==> config.mk <==
export PLATFORM = sky130hd
export DESIGN_NAME = atm_session_ctrl
export DESIGN_NICKNAME = d
export VERILOG_FILES = /design/src/rtl/atm_pkg.sv /design/src/rtl/atm_timeout_timer.sv /design/src/rtl/atm_session_ctrl.sv
export SDC_FILE = /design/constraint.sdc
export NUM_CORES = 1
export LEC_CHECK = 0
export CAP_MARGIN = 20
export CELL_PAD_IN_SITES_DETAIL_PLACEMENT = 1
export CELL_PAD_IN_SITES_GLOBAL_PLACEMENT = 1
export CORE_ASPECT_RATIO = 1.25
export CORE_UTILIZATION = 42
export DETAILED_ROUTE_END_ITERATION = 10
export GPL_TIMING_DRIVEN = 0
export PLACE_DENSITY_LB_ADDON = 0.2
export SYNTH_ARGS = -nofsm -noshare
export SYNTH_HDL_FRONTEND = slang
export SYNTH_HIERARCHICAL = 1
export SYNTH_SLANG_ARGS = --single-unit
export TNS_END_PERCENT = 100
==> constraint.sdc <==
create_clock -name clk -period 4.4 [get_ports clk]
set_input_delay 0.66 -clock clk [delete_from_list [all_inputs] [get_ports clk]]
set_output_delay 0.66 -clock clk [all_outputs]
set_load 0.01 [all_outputs]
==> src/rtl/atm_pkg.sv <==
`default_nettype none
// ============================================================================
//  Module      : atm_pkg
//  Description : Shared encodings for the ATM session controller: FSM state
//                codes, display codes, menu selections and the state-to-display
//                mapping.
//  Revision    : 1.0 - initial release
// ============================================================================
package atm_pkg;

    // FSM state encodings
    localparam logic [3:0] c_st_idle     = 4'd0;
    localparam logic [3:0] c_st_load_bal = 4'd1;
    localparam logic [3:0] c_st_wait_pin = 4'd2;
    localparam logic [3:0] c_st_bad_pin  = 4'd3;
    localparam logic [3:0] c_st_menu     = 4'd4;
    localparam logic [3:0] c_st_wait_amt = 4'd5;
    localparam logic [3:0] c_st_err      = 4'd6;
    localparam logic [3:0] c_st_dispense = 4'd7;
    localparam logic [3:0] c_st_receipt  = 4'd8;
    localparam logic [3:0] c_st_done     = 4'd9;
    localparam logic [3:0] c_st_eject    = 4'd10;
    localparam logic [3:0] c_st_retain   = 4'd11;
    localparam logic [3:0] c_st_tmo      = 4'd12;

    // Front-panel display codes
    localparam logic [2:0] c_disp_welcome  = 3'b000;
    localparam logic [2:0] c_disp_proc     = 3'b001;
    localparam logic [2:0] c_disp_enter    = 3'b010;
    localparam logic [2:0] c_disp_select   = 3'b011;
    localparam logic [2:0] c_disp_success  = 3'b101;
    localparam logic [2:0] c_disp_error    = 3'b111;
    localparam logic [2:0] c_disp_retained = 3'b110;
    localparam logic [2:0] c_disp_timeout  = 3'b100;

    // Menu selections
    localparam logic [1:0] c_sel_withdraw = 2'b00;
    localparam logic [1:0] c_sel_balance  = 2'b01;
    localparam logic [1:0] c_sel_mini     = 2'b10;
    localparam logic [1:0] c_sel_exit     = 2'b11;

    // Display code shown while the FSM sits in a given state
    function automatic logic [2:0] state_display(input logic [3:0] st);
        logic [2:0] d;
        d = c_disp_welcome;
        case (st)
            c_st_idle:     d = c_disp_welcome;
            c_st_load_bal: d = c_disp_proc;
            c_st_wait_pin: d = c_disp_enter;
            c_st_bad_pin:  d = c_disp_error;
            c_st_menu:     d = c_disp_select;
            c_st_wait_amt: d = c_disp_enter;
            c_st_err:      d = c_disp_error;
            c_st_dispense: d = c_disp_proc;
            c_st_receipt:  d = c_disp_proc;
            c_st_done:     d = c_disp_success;
            c_st_eject:    d = c_disp_proc;
            c_st_retain:   d = c_disp_retained;
            c_st_tmo:      d = c_disp_timeout;
            default:       d = c_disp_welcome;
        endcase
        return d;
    endfunction

endpackage
`default_nettype wire

==> src/rtl/atm_timeout_timer.sv <==
`default_nettype none
// ============================================================================
//  Module      : atm_timeout_timer
//  Description : Inactivity down-counter. load reloads TIMEOUT_CYC; enable
//                counts down; expire flags the last allowed idle cycle so the
//                FSM leaves the wait state on the edge where the count hits 0.
//  Revision    : 1.0 - initial release
// ============================================================================
module atm_timeout_timer #(
    parameter int TIMEOUT_CYC = 1000
) (
    input  logic clk,
    input  logic reset,
    input  logic load,
    input  logic enable,
    output logic expire
);

    localparam int CNT_W = $clog2(TIMEOUT_CYC + 1);
    localparam logic [CNT_W-1:0] c_reload = CNT_W'(TIMEOUT_CYC);
    localparam logic [CNT_W-1:0] c_one    = CNT_W'(1);

    logic [CNT_W-1:0] r_count;

    // Reload has priority; otherwise count down while the FSM is waiting
    always_ff @(posedge clk or posedge reset) begin
        if (reset) begin
            r_count <= '0;
        end else if (load) begin
            r_count <= c_reload;
        end else if (enable && (r_count != '0)) begin
            r_count <= r_count - c_one;
        end
    end

    assign expire = enable && (r_count == c_one);

endmodule
`default_nettype wire

==> src/rtl/atm_session_ctrl.sv <==
`default_nettype none
// ============================================================================
//  Module      : atm_session_ctrl
//  Description : ATM session controller. Loads the host balance, checks the
//                PIN with a retry limit and card retention, serves a 4-way
//                menu with a per-session transaction limit, and ejects the
//                card on exit or inactivity. All outputs are registered.
//  Revision    : 1.0 - initial release
// ============================================================================
module atm_session_ctrl
    import atm_pkg::*;
#(
    parameter int AMT_W         = 16,
    parameter int BAL_W         = 24,
    parameter int MAX_PIN_TRIES = 3,
    parameter int TIMEOUT_CYC   = 1000,
    parameter int MAX_TXN       = 4
) (
    input  logic             clk,
    input  logic             reset,
    input  logic             card_in,
    input  logic             bal_valid,
    input  logic [BAL_W-1:0] bal_in,
    input  logic             pin_valid,
    input  logic             pin_ok,
    input  logic             menu_valid,
    input  logic [1:0]       menu_sel,
    input  logic             amt_valid,
    input  logic [AMT_W-1:0] amt,
    input  logic             new_txn,
    output logic             cash_out,
    output logic [AMT_W-1:0] cash_amt,
    output logic             receipt_out,
    output logic [BAL_W-1:0] balance_out,
    output logic             card_eject,
    output logic             card_retain,
    output logic [2:0]       display,
    output logic             busy
);

    localparam int TRY_W = $clog2(MAX_PIN_TRIES + 1);
    localparam int TXN_W = $clog2(MAX_TXN + 1);
    localparam logic [TRY_W-1:0] c_max_tries = TRY_W'(MAX_PIN_TRIES);
    localparam logic [TXN_W-1:0] c_max_txn   = TXN_W'(MAX_TXN);

    logic [3:0]       r_state;
    logic [3:0]       w_next;
    logic [BAL_W-1:0] r_balance;
    logic [AMT_W-1:0] r_amt;
    logic [TRY_W-1:0] r_tries;
    logic [TXN_W-1:0] r_txn_cnt;

    logic [TRY_W-1:0] w_tries_inc;
    logic [TXN_W-1:0] w_txn_inc;
    logic [BAL_W-1:0] w_amt_ext;
    logic             w_amt_bad;
    logic             w_wait_state;
    logic             w_tmr_load;
    logic             w_expire;

    assign w_tries_inc  = r_tries + TRY_W'(1);
    assign w_txn_inc    = r_txn_cnt + TXN_W'(1);
    assign w_amt_ext    = BAL_W'(amt);
    assign w_amt_bad    = (amt == '0) || (w_amt_ext > r_balance);
    assign w_wait_state = (r_state == c_st_load_bal) || (r_state == c_st_wait_pin) ||
                          (r_state == c_st_menu)     || (r_state == c_st_wait_amt);
    // Every accepted strobe moves the FSM, so a state change covers both
    // wait-state entry and strobe acceptance.
    assign w_tmr_load   = (w_next != r_state);

    atm_timeout_timer #(
        .TIMEOUT_CYC (TIMEOUT_CYC)
    ) u_timer (
        .clk    (clk),
        .reset  (reset),
        .load   (w_tmr_load),
        .enable (w_wait_state),
        .expire (w_expire)
    );

    // Next-state logic; a relevant strobe always wins over an expiring timer
    always_comb begin
        w_next = r_state;
        case (r_state)
            c_st_idle: begin
                if (card_in) w_next = c_st_load_bal;
            end
            c_st_load_bal: begin
                if (bal_valid)     w_next = c_st_wait_pin;
                else if (w_expire) w_next = c_st_tmo;
            end
            c_st_wait_pin: begin
                if (pin_valid) begin
                    if (pin_ok)                          w_next = c_st_menu;
                    else if (w_tries_inc == c_max_tries) w_next = c_st_retain;
                    else                                 w_next = c_st_bad_pin;
                end else if (w_expire) begin
                    w_next = c_st_tmo;
                end
            end
            c_st_bad_pin: w_next = c_st_wait_pin;
            c_st_menu: begin
                if (menu_valid) begin
                    case (menu_sel)
                        c_sel_withdraw: w_next = c_st_wait_amt;
                        c_sel_balance:  w_next = c_st_receipt;
                        c_sel_mini:     w_next = c_st_receipt;
                        c_sel_exit:     w_next = c_st_eject;
                        default:        w_next = c_st_eject;
                    endcase
                end else if (w_expire) begin
                    w_next = c_st_tmo;
                end
            end
            c_st_wait_amt: begin
                if (amt_valid)     w_next = w_amt_bad ? c_st_err : c_st_dispense;
                else if (w_expire) w_next = c_st_tmo;
            end
            c_st_err:      w_next = c_st_menu;
            c_st_dispense: w_next = c_st_done;
            c_st_receipt:  w_next = c_st_done;
            c_st_done: begin
                if ((w_txn_inc == c_max_txn) || !new_txn) w_next = c_st_eject;
                else                                      w_next = c_st_menu;
            end
            c_st_eject:  w_next = c_st_idle;
            c_st_retain: w_next = c_st_idle;
            c_st_tmo:    w_next = c_st_eject;
            default:     w_next = c_st_idle;
        endcase
    end

    // State, balance, PIN-try and transaction registers; IDLE wipes the session
    always_ff @(posedge clk or posedge reset) begin
        if (reset) begin
            r_state   <= c_st_idle;
            r_balance <= '0;
            r_amt     <= '0;
            r_tries   <= '0;
            r_txn_cnt <= '0;
        end else begin
            r_state <= w_next;
            case (r_state)
                c_st_idle: begin
                    r_balance <= '0;
                    r_tries   <= '0;
                    r_txn_cnt <= '0;
                end
                c_st_load_bal: begin
                    if (bal_valid) r_balance <= bal_in;
                end
                c_st_wait_pin: begin
                    if (pin_valid) r_tries <= pin_ok ? '0 : w_tries_inc;
                end
                c_st_wait_amt: begin
                    if (amt_valid) r_amt <= amt;
                end
                c_st_dispense: r_balance <= r_balance - BAL_W'(r_amt);
                c_st_done:     r_txn_cnt <= w_txn_inc;
                default: ;
            endcase
        end
    end

    // Output registers: pulses and display follow the state one cycle later
    always_ff @(posedge clk or posedge reset) begin
        if (reset) begin
            cash_out    <= 1'b0;
            cash_amt    <= '0;
            receipt_out <= 1'b0;
            balance_out <= '0;
            card_eject  <= 1'b0;
            card_retain <= 1'b0;
            display     <= c_disp_welcome;
            busy        <= 1'b0;
        end else begin
            cash_out    <= (r_state == c_st_dispense);
            receipt_out <= (r_state == c_st_receipt);
            card_eject  <= (r_state == c_st_eject);
            card_retain <= (r_state == c_st_retain);
            display     <= state_display(r_state);
            busy        <= (r_state != c_st_idle);
            if (r_state == c_st_dispense) cash_amt    <= r_amt;
            if (r_state == c_st_receipt)  balance_out <= r_balance;
        end
    end

endmodule
`default_nettype wire

Word-level counts from Yosys, hierarchy flattened --
Memories as Yosys holds them, arrays and structs flattened. A register that Yosys moved wholly into a read port is not among the register bits. Cells that the tools add are included.
Cells by class: add/subtract/negate cells 4, order comparisons 1, equality and inequality tests 21, mux-type cells 20, reduce and logical (&&, ||, !) cells 22
Operator list (count):
- 24-bit case mux with 3 select lines | 1
- 4-bit case mux with 10 select lines | 1
- 4-bit 2-to-1 mux | 9
- 16-bit by 24-bit greater-than comparator with 1-bit output | 1
- 24-bit 2-to-1 mux | 1
- 24-bit by 16-bit subtractor with 24-bit output | 1
- 4-bit equality test (second input constant) | 5
- 10-bit 2-to-1 mux | 2
- 4-bit by 3-bit equality test with 1-bit output (second input constant) | 4
- 16-bit zero test | 1
- 4-bit case mux with 3 select lines | 1
- 10-bit by 1-bit equality test with 1-bit output (second input constant) | 1
- 10-bit nonzero test | 1
- 10-bit by 1-bit subtractor with 10-bit output (second input constant) | 1
- 4-bit by 2-bit equality test with 1-bit output (second input constant) | 2
- 2-bit equality test (second input constant) | 3
- 3-bit case mux with 2 select lines | 1
- 2-bit AND reduction | 3
- 2-bit nonzero test | 3
- 1-bit logical OR | 5
- 4-bit by 1-bit equality test with 1-bit output (second input constant) | 1
- 4-bit zero test | 1
- 2-bit 2-to-1 mux | 2
- 2-bit inequality test (second input constant) | 2
- other kinds (13) | 15
Word-level totals: flip-flop bits (word level) 104, bits in read-only memories 48, bits of input ports 51, word-level logic and storage cells 82, memories kept 1
Memory list:
- (no name shown) | words 16, bits a word 3, read ports 1, clocked after Yosys merged registers in 1, write ports 0, RTL line atm_pkg.sv:46 | case (st)

Depth between registers and ports, before layout --
word-level depth 10, depth in mapped cells 17

Cells and area by module --
The synthesis kept the hierarchy.
By module, submodules not included:
- atm_session_ctrl | instances 1, cells each 579, area an instance 5610.4 um2, sequential area each 2427.3 um2
- atm_timeout_timer | instances 1, cells each 70, area an instance 644.4 um2, sequential area each 250.2 um2

Worst setup path after synthesis --
OpenSTA, ideal clock, no wires.
path type register -> register, from register r_state[1], to register u_timer.r_count[0], setup time 0.090 ns, arrival time 3.467 ns, data required time 4.310 ns, slack 0.843 ns, cell stages (with the launch flop) 15, buffers on the path 4, period minus slack after synthesis 3.557 ns, cell sequence dfrtp_1 > clkbuf_1 > clkbuf_1 > clkbuf_1 > xor2_1 > nor2_1 > and4_1 > nand3_1 > a31oi_1 > mux2_2 > a211o_1 > buf_1 > nand2b_1 > or4_1 > o2111ai_1
On the way: word-level cells in the longest chain between the ends 10, elaborated cells between the ends (all ways) 27, classes of those cells eq/ne (11); mux (8); reduce/logical (8)
RTL lines:
- from (decl) | RTL line atm_session_ctrl.sv:46 | logic [3:0] r_state;
- from (signal assigned) | RTL line atm_session_ctrl.sv:136 | r_state <= c_st_idle;
- from (signal assigned) | RTL line atm_session_ctrl.sv:142 | r_state <= w_next;
- 4-bit by 1-bit equality test with 1-bit output or 4-bit by 2-bit equality test with 1-bit output (tied branches) | RTL line atm_session_ctrl.sv:65 | assign w_wait_state = (r_state == c_st_load_bal) || (r_state == c_st_wait_pin) ||
- 1-bit logical OR (2 in series) | RTL line atm_session_ctrl.sv:65
- 1-bit logical OR * | RTL line atm_session_ctrl.sv:66 | (r_state == c_st_menu) || (r_state == c_st_wait_amt);
- net w_wait_state | RTL line atm_session_ctrl.sv:57 | logic w_wait_state;
- 1-bit logical AND * | RTL line atm_timeout_timer.sv:36 | assign expire = enable && (r_count == c_one);
- net w_expire | RTL line atm_session_ctrl.sv:59 | logic w_expire;
- 4-bit 2-to-1 mux *
- 4-bit 2-to-1 mux, on equally long branches
- 4-bit case mux with 10 select lines * | RTL line atm_session_ctrl.sv:84 | case (r_state)
- 4-bit inequality test * | RTL line atm_session_ctrl.sv:69 | assign w_tmr_load = (w_next != r_state);
- net w_tmr_load | RTL line atm_session_ctrl.sv:58 | logic w_tmr_load;
- 10-bit 2-to-1 mux or 2-bit nonzero test (tied branches)
- to (signal assigned) | RTL line atm_timeout_timer.sv:30 | r_count <= c_reload;
- to (signal assigned) | RTL line atm_timeout_timer.sv:32 | r_count <= r_count - c_one;
- to (decl) | RTL line atm_timeout_timer.sv:23 | logic [CNT_W-1:0] r_count;
Mark *: on every way through the listed nets, which the timed path passes. The rest lies on a longest branch. A chain may end at the register's enable or synchronous reset.

Worst setup path after layout --
from register r_state[0], to register u_timer.r_count[0]
The elaborated chain is that of the path after synthesis.

==> results.toml <==
[sta]
finalMaxSlewViolations = 0
worst_slew_pin_slew_ns = 0.8399
fin_crit_ns = 4.145
setup_violations = 0
max_freq_mhz = 241.3
holdWs_ns = 0.4784
finalCritPeriodShare_pct = 94.20
rsz0062_at_grt = "false"
finalHoldViolCount = 0
slew_headroom_pct = 44.01
fin_skew_ns = 0.009357

[final_layout]
nNetsFinal = 846
n_antenna_cell = 0
fin_cells = 939
syn2layout_area_growth_pct = 24.50
nFillCells = 1651
drive_gt1_share_pct = 9.855

[grt]
overflow = 0
grt_max_degree = 52
antenna_found_initial = 0
grt_pass1_vias = 6223
grt_pass1_wl_um = 32190
grtUsageTotal_pct = 26.57

[synth]
synth_top_area_cell = "dfrtp_1"
synth.distinct_cells = 62
synth_top_family_by_area = "compound AO/OA/AOI/OAI gates"
synth.yosys.seq_area_share_pct = 42.81
synth.area.mux_share_pct = 8.362
synthCells = 649
synth-simple-area-share_pct = 14.96
avgSynthCellArea_um2 = 9.638
synth_ff_type = "dfrtp_1"
syn_nets = 738
yosys.area_share.xor_xnor_pct = 1.680
synth.area.top_cells = "dfrtp_1 43%, mux2_2 7.6%, ha_1 7.4%"
synth_compound_area_share_pct = 19.66
synth-edff-count = 0
synth_top_area_share_pct = 42.81
ys_ff_latch = 107
netlist_area_mm2 = 0.006255
synth_adder_area_share_pct = 7.722
ys_warn_count = 6
async_flop_share_pct = 100.0

[outcome]
violations = "DRC"
status = "complete, but fails checks"

[critical_path]
cp_slowest_cell = "dfrtp_1"
crit_fanout = 13
max_stage_delay_ns = 0.64
critPathTopFamily = "simple AND/OR/NAND/NOR gates"
required_ns = 4.67
start_kind = "flop"
path_cells = "buf_2 -> nor2_1 -> xor2_1 -> nor2_2 -> and4_1 -> nor2b_1 -> a21oi_1 -> nor3_1 -> o21ai_0 -> nand2_1 -> mux2_2 -> a211o_1 -> buf_1 -> nand2b_1 -> or4_1 -> o2111ai_1"
cp.arrival_ns = 4.41
critical_path_class = "flop to flop"
endpoint_kind = "flop"
critPathBufInv = 2

[clock_network]
cts_sinks = 107
clk_pin_slew_ns = 0.07
clk_latency_ns = 0.36
cts_buffers = 9
tritoncts = "built"
clockRootBuffer = "clkbuf_16"
cts_buffer_depth = 2
cts-htree-levels = 3

[place]
dp_hpwl_um = 15040
place_congestion = 0.9347
numPortBuffers = 98
placedCellCount = 926

[route]
drt_iter0_drc = 211
wire_per_inst_um = 20.76
vias_per_cell = 5.920
postRouteWirelength_um = 19490
num_vias = 5559
dr.pass1.iters = 7
route.detailed.drc = 21
antenna_left = 0

[min_path]
min_path_type = "flop to flop"

[die]
dieArea_mm2 = 0.01539
die_w_um = 111.2
core_mm2 = 0.01447
die_y_um = 138.4
rows = 49
io_pins = 99
initial_core_util_pct = 43.23

[power_and_ir_drop]
p_leak_uw = 0.003337
powerDensity_mw_per_mm2 = 821.2
ir_worst_vdd_mv = 0.3123

[run]
cap_viol_max_count = 0
## metrics by stage
step                util (%)  power, µW  TNS [ns]  instance area (µm²)  setup slack [ns]
floorplan                  -       4204         0                 6255            0.8429
detailed placement     51.76       5521   -0.1430                 7488           -0.1430
global placement       51.55       5348    -37.85                 7458           -0.3975
CTS                    53.81       6408         0                 7786            0.1058
global route           53.82       6873         0                 7787           0.07627
finish                 53.82       6395         0                 7787            0.2553
## cells by family (layout without fill, tap and decap cells)
kind of cell | Yosys count | count (layout)
compound gates | 183 | 183
xor+xnor | 12 | 12
fa+ha+maj | 38 | 38
buf+inv | 78 | 190
flops | 107 | 107
mux | 47 | 47
simple gates | 184 | 184
## worst paths after layout
check	from	depth (start not counted)	slack [ns]	to
worst min register to register	cash_amt[12]	2	0.48	cash_amt[12]
worst max register to register	r_state[0]	16	0.26	u_timer/r_count[0]
worst min-delay path	cash_amt[12]	2	0.48	cash_amt[12]
min in group asynchronous	reset	2	0.70	u_timer/r_count[9]
max in group asynchronous	reset	3	2.96	r_state[1]
worst max-delay path	r_state[0]	16	0.26	u_timer/r_count[0]
## synthesized netlist by cell type (8+ instances only)
cell type    n
nand2_1     53
a21oi_1     41
inv_1       45
mux2_2      42
nand4_1      8
nor3_1      11
nor2_1      41
dfrtp_1    107
clkbuf_1    22
a211oi_1     8
buf_1        9
o211ai_1    11
o21ai_0     42
a21o_1      13
nand3_1     16
ha_1        37
nor2b_1      9
## repair_timing
| action | 4_1_cts | 5_1_grt |
|---|---|---|
| buffers inserted | 0 | 0 |
| pin swaps | 0 | 0 |
| hold buffers | 0 | 0 |
| gates resized for setup | 3 | 3 |
| endpoints found under the setup margin | 1 | 1 |
## state kept, by name, summed over array words and instances, names as in the netlist, 2 cells and up
signal and flops:
r_amt 16, cash_amt 16, r_state 4, u_timer/r_count 10, display 3, balance_out 24
r_txn_cnt 3, r_balance 24, r_tries 2
## power breakdown
part	switching, µW	internal, µW	total, µW
combinational	2220	1650	3870
sequential	296	1390	1680
clock	391	446	837
total	2910	3480	6390
## area by class of cell
type	instances	area [µm²]	area share [%]
clock inverters	6	72.57	0.9319
inverters	46	175.2	2.249
repair buffers	99	1008	12.95
well taps	178	222.7	2.860
multi-input cells	464	3279	42.11
clock buffers	9	225.2	2.892
plain buffers	30	125.1	1.607
flip-flops and latches	107	2679	34.40
## layer usage
metal	GRT usage (%)	up-vias	wire, µm
met5	0	-	0
met4	11.74	0	672
met3	4.340	42	725
met2	47.80	142	10200
met1	31.06	2788	7896
li1	-	2587	-
## tightest hold or removal path, cell delays in order, from the launching register on
cell and delay, ns:
dfrtp_1 0.34, nand2_1 0.04, o21ai_0 0.06
## layout by cell type, fill, tap and decap left out, types with 5 or more instances in the layout
master	n
xnor2_1	5
clkbuf_16	9
a221oi_1	7
clkdlybuf4s50_1	98
mux2_2	42
o21a_1	7
buf_1	7
nor3_1	11
nor2_1	40
o21ai_0	42
mux2i_1	5
a211oi_1	8
nand3_1	16
a21oi_1	41
nand4_1	8
inv_1	44
ha_1	37
nand2_1	53
clkbuf_1	18
dfrtp_1	106
xor2_1	7
o221ai_1	7
nand2b_1	5
a21o_1	13
a31oi_1	5
o211ai_1	11
nor2b_1	9
nor4_1	7
or3_1	5
(Power assumes the default switching activity.)
